<file path="src/rtl/sdiv_pkg.sv">
// rtl/sdiv_pkg.sv - shared types and helpers for the signed iterative divider
package sdiv_pkg;

  typedef enum logic [1:0] {
    SDIV_IDLE,
    SDIV_RUN,
    SDIV_FIX,
    SDIV_DONE
  } sdiv_state_e;

  // Helpers work on a fixed wide vector; callers sign-extend in and slice out width+1 bits.
  localparam int SDIV_MAX_W          = 127;
  localparam int SDIV_DEFAULT_WIDTH  = 32;
  localparam int SDIV_CNT_W          = $clog2(SDIV_DEFAULT_WIDTH);

  function automatic int sdiv_cnt_width(input int w);
    return $clog2(w);
  endfunction

  function automatic logic [SDIV_MAX_W:0] sdiv_abs(input logic [SDIV_MAX_W:0] v);
    return v[SDIV_MAX_W] ? -v : v;
  endfunction

endpackage

</file>
<file path="src/rtl/std_div_step.sv">
// rtl/std_div_step.sv - one restoring-division step on unsigned magnitudes
module std_div_step #(
  parameter int width = 32
) (
  input  logic [width:0] rem_i,
  input  logic           bit_i,
  input  logic [width:0] dvs_i,
  output logic [width:0] rem_o,
  output logic           q_o
);

  logic [width:0] shifted;
  logic           unused_rem_msb;

  // The incoming remainder is always below the divisor magnitude (<= 2^(width-1)), so its MSB is zero.
  assign shifted        = {rem_i[width-1:0], bit_i};
  assign unused_rem_msb = rem_i[width];
  assign q_o            = (shifted >= dvs_i);
  assign rem_o          = q_o ? (shifted - dvs_i) : shifted;

endmodule

</file>
<file path="src/rtl/std_sdiv_pipe.sv">
// rtl/std_sdiv_pipe.sv - multi-cycle signed divider with go/done handshake
module std_sdiv_pipe
  import sdiv_pkg::*;
#(
  parameter int width = 32
) (
  input  logic             clk,
  input  logic             reset,
  input  logic             go,
  input  logic [width-1:0] left,
  input  logic [width-1:0] right,
  output logic [width-1:0] out_quotient,
  output logic [width-1:0] out_remainder,
  output logic             done
);

  localparam int CNT_W = sdiv_cnt_width(width);

  sdiv_state_e      state_q, state_d;
  logic [CNT_W-1:0] cnt_q, cnt_d;
  logic [width:0]   rem_q, rem_d;
  logic [width:0]   dvs_q, dvs_d;
  logic [width-1:0] dvd_q, dvd_d;
  logic [width-1:0] quo_q, quo_d;
  logic [width-1:0] rmd_q, rmd_d;
  logic             neg_a_q, neg_a_d;
  logic             neg_b_q, neg_b_d;
  logic             dz_q, dz_d;

  logic [SDIV_MAX_W:0] abs_left, abs_right;
  logic [width:0]      step_rem;
  logic                step_bit;
  logic [width-1:0]    fix_quo, fix_rmd;
  logic                unused_bits;

  assign abs_left  = sdiv_abs({{(SDIV_MAX_W + 1 - width){left[width-1]}}, left});
  assign abs_right = sdiv_abs({{(SDIV_MAX_W + 1 - width){right[width-1]}}, right});
  assign unused_bits = ^{abs_left[SDIV_MAX_W:width+1], abs_right[SDIV_MAX_W:width+1], rem_q[width]};

  std_div_step #(.width(width)) u_step (
    .rem_i (rem_q),
    .bit_i (dvd_q[width-1]),
    .dvs_i (dvs_q),
    .rem_o (step_rem),
    .q_o   (step_bit)
  );

  // dvd_q shifts dividend bits out of the top and quotient bits in at the bottom.
  assign fix_quo = (neg_a_q ^ neg_b_q) ? -dvd_q : dvd_q;
  assign fix_rmd = neg_a_q ? -rem_q[width-1:0] : rem_q[width-1:0];

  always_comb begin
    state_d = state_q;
    cnt_d   = cnt_q;
    rem_d   = rem_q;
    dvs_d   = dvs_q;
    dvd_d   = dvd_q;
    quo_d   = quo_q;
    rmd_d   = rmd_q;
    neg_a_d = neg_a_q;
    neg_b_d = neg_b_q;
    dz_d    = dz_q;
    unique case (state_q)
      SDIV_IDLE: begin
        if (go) begin
          state_d = SDIV_RUN;
          cnt_d   = CNT_W'(width - 1);
          rem_d   = '0;
          dvd_d   = abs_left[width-1:0];
          dvs_d   = abs_right[width:0];
          neg_a_d = left[width-1];
          neg_b_d = right[width-1];
          dz_d    = (right == '0);
        end
      end
      SDIV_RUN: begin
        if (!go) begin
          state_d = SDIV_IDLE;
        end else begin
          rem_d = step_rem;
          dvd_d = {dvd_q[width-2:0], step_bit};
          if (cnt_q == '0) state_d = SDIV_FIX;
          else             cnt_d   = cnt_q - CNT_W'(1);
        end
      end
      SDIV_FIX: begin
        if (!go) begin
          state_d = SDIV_IDLE;
        end else begin
          quo_d   = dz_q ? '1 : fix_quo;
          rmd_d   = fix_rmd;
          state_d = SDIV_DONE;
        end
      end
      SDIV_DONE: state_d = SDIV_IDLE;
      default:   state_d = SDIV_IDLE;
    endcase
  end

  always_ff @(posedge clk or posedge reset) begin
    if (reset) begin
      state_q <= SDIV_IDLE;
      cnt_q   <= '0;
      rem_q   <= '0;
      dvs_q   <= '0;
      dvd_q   <= '0;
      quo_q   <= '0;
      rmd_q   <= '0;
      neg_a_q <= 1'b0;
      neg_b_q <= 1'b0;
      dz_q    <= 1'b0;
    end else begin
      state_q <= state_d;
      cnt_q   <= cnt_d;
      rem_q   <= rem_d;
      dvs_q   <= dvs_d;
      dvd_q   <= dvd_d;
      quo_q   <= quo_d;
      rmd_q   <= rmd_d;
      neg_a_q <= neg_a_d;
      neg_b_q <= neg_b_d;
      dz_q    <= dz_d;
    end
  end

  assign out_quotient  = quo_q;
  assign out_remainder = rmd_q;
  assign done          = (state_q == SDIV_DONE);

endmodule
</file>
<file path="config.mk">
export PLATFORM = sky130hd
export DESIGN_NAME = std_sdiv_pipe
export DESIGN_NICKNAME = d
export VERILOG_FILES = /design/src/rtl/sdiv_pkg.sv /design/src/rtl/std_div_step.sv /design/src/rtl/std_sdiv_pipe.sv
export SDC_FILE = /design/constraint.sdc
export NUM_CORES = 1
export LEC_CHECK = 0
export CELL_PAD_IN_SITES_DETAIL_PLACEMENT = 0
export CELL_PAD_IN_SITES_GLOBAL_PLACEMENT = 1
export CORE_UTILIZATION = 44
export DETAILED_ROUTE_END_ITERATION = 7
export PLACE_DENSITY = 0.78
export SYNTH_ARGS = -nofsm -noshare
export SYNTH_HDL_FRONTEND = slang
export SYNTH_HIERARCHICAL = 1
export SYNTH_SLANG_ARGS = --single-unit
</file>
<file path="constraint.sdc">
create_clock -name clk -period 6.92 [get_ports clk]
set_input_delay 0.692 -clock clk [delete_from_list [all_inputs] [get_ports clk]]
set_output_delay 0.692 -clock clk [all_outputs]
set_load 0.005 [all_outputs]
</file>
==> key figures <==
Run status
  • Status: complete, no violations

Layout
  • Util after Layout: 52.69%
  • Most common cell after layout, fill and taps aside: dfrtp_1
  • Finished Layout Cells: 1828
  • Fin nets: 1580
  • Share of cells above drive strength 1: 8.003%
  • Most frequent cells in the layout: dfrtp_1 (171), nand2_1 (147), clkdlybuf4s50_1 (131)
  • ANT cells: 0
  • Area of all placed cells without fillers: 14240 um^2
  • Synthesis-to-layout area growth: 16.97%

GRT
  • Met1 Usage GRT: 40.03%
  • Gr busiest metal: met1
  • Largest net degree at the start of global routing: 82
  • Vias in the first global route: 9785
  • GR Overflow Total: 0
  • Met3 Use GR: 2.539%
  • Met2 Usage GRT: 33.50%
  • First-pass GRT wire length: 54580 um
  • Total global-route track usage: 24.43%
  • Antenna violations before repair: 0

Clocking
  • CTS resizes: 0
  • Reg clk slew, reported paths: 70 ps
  • CTS tree: yes
  • H-tree levels: 4
  • Post-CTS Setup Inserts: 0
  • CTS Root Cell: clkbuf_16
  • Worst skew pair latency: 440 ps
  • CTS Hold Buffers Added: 0
  • CTS Buffer Depth: 2
  • CTS buffer count: 17
  • Sink Count: 171

STA
  • Setup ws final: 3389 ps
  • Setup Skew: 13.81 ps
  • Fmax: 0.2832 GHz
  • Slew Limit Fails: 0
  • RSZ-0062 raised after global routing: no
  • Period utilization: 51.03%
  • Final Critical Period: 3531 ps
  • Setup Viol. Count Final: 0
  • Relative slew margins: 22.77%
  • Hold slack: 478.2 ps
  • Worst Tran Pin Value: 1150 ps
  • Final hold vios: 0
  • Setup TNS: 0 ps

Detailed routing
  • Total iterations of the first detailed-routing run: 7
  • DRC: 0
  • Via count: 10860
  • WL final: 34080 um
  • Initial DRC Count: 1079
  • Routed Antenna Nets: 0
  • Drt wl/cell: 18.64 um
  • Avg Vias per Cell: 5.943

Setup path
  • Critical path launch point type: flip-flop
  • CP Data Required Time: 7250 ps
  • CP Max Fanout: 6
  • Crit Path Class: reg2reg
  • Critical path endpoint category: flip-flop
  • Crit path arrival time: 3860 ps

Floorplan
  • Die W: 168.3 um
  • Die area: 28340 um^2
  • Core ar.: 27030 um^2
  • I/O pin count: 132
  • FP Rows: 60
  • Starting Density: 45.05%
  • Die height: 168.3 um

Place
  • Placement Cell Area: 13660 um^2
  • IO Port Bufs: 131
  • DPL Wire Length: 25010 um
  • Dpl cells: 1796
  • GP Congestion: 0.8745
  • Pre-CTS setup slack: 3471 ps

Synth
  • Mean post-synth cell area: 8.746 um^2
  • Mapped Nets: 1498
  • Yosys warnings: 6
  • Netlist area before placement: 12170 um^2
  • Cells after synthesis: 1392

Power
  • Total power: 5.120 mW
  • Peak VDD IR: 0.0002363 V
  • PwrDens: 359.5 nW/um^2
  • Leakage power: 5.959 nW

Flow run
  • Max_cap viols: 0

Worst hold path
  • Worst min path class: reg2reg
[flip-flops by register name, indices dropped and copies added, names as in the netlist]
name	count
dvd_q	32
neg_a_q	1
dvs_q	33
out_remainder	32
out_quotient	32
dz_q	1
state_q	2
rem_q	32
cnt_q	5
neg_b_q	1
[worst max-delay path, cell delays in order, from the launching register on]
cell,delay (ps)
dfrtp_1,430
inv_1,100
ha_1,260
fa_1,410
nor2b_1,180
o211ai_1,100
a21boi_1,230
a41o_1,380
a31oi_2,230
a2111oi_0,520
a211oi_1,110
mux2_4,270
a22o_1,190
[area by class of cell]
class / count / area [um^2]
tap: 341 / 426.7
multi-input combinational: 1076 / 7295
clock inverter: 15 / 150.1
timing repair buffer: 146 / 1424
sequential: 171 / 4279
fill: 2567 / 12790
inverter: 62 / 240.2
clock buffer: 17 / 425.4
[layer usage]
| metal | share of wire (%) | vias to the layer above |
|---|---|---|
| met5 | 0 | - |
| met4 | 1.2 | 0 |
| met3 | 5.8 | 34 |
| met2 | 40 | 375 |
| met1 | 53 | 5176 |
| li1 | - | 5278 |
[path summary, 6_finish.rpt]
path	end	slack [ps]	cells past startpoint	from
max	rem_q[30]$_DFFE_PP0P_	3390	12	dvd_q[31]$_DFFE_PP0P_
min in group asynchronous	out_quotient[10]$_DFFE_PP0N_	630	2	reset
max reg2reg	rem_q[30]$_DFFE_PP0P_	3390	12	dvd_q[31]$_DFFE_PP0P_
min reg2reg	out_remainder[25]$_DFFE_PP0N_	480	2	out_remainder[25]$_DFFE_PP0N_
max in group asynchronous	out_remainder[25]$_DFFE_PP0N_	4980	3	reset
min	out_remainder[25]$_DFFE_PP0N_	480	2	out_remainder[25]$_DFFE_PP0N_
[power breakdown]
group	leakage [nW]	switching, mW	internal, mW
Clock	0.278	0.474	0.481
Sequential	2.20	0.323	1.16
Combinational	3.48	1.41	1.27
Note: power is estimated with default switching activity, not from simulation.
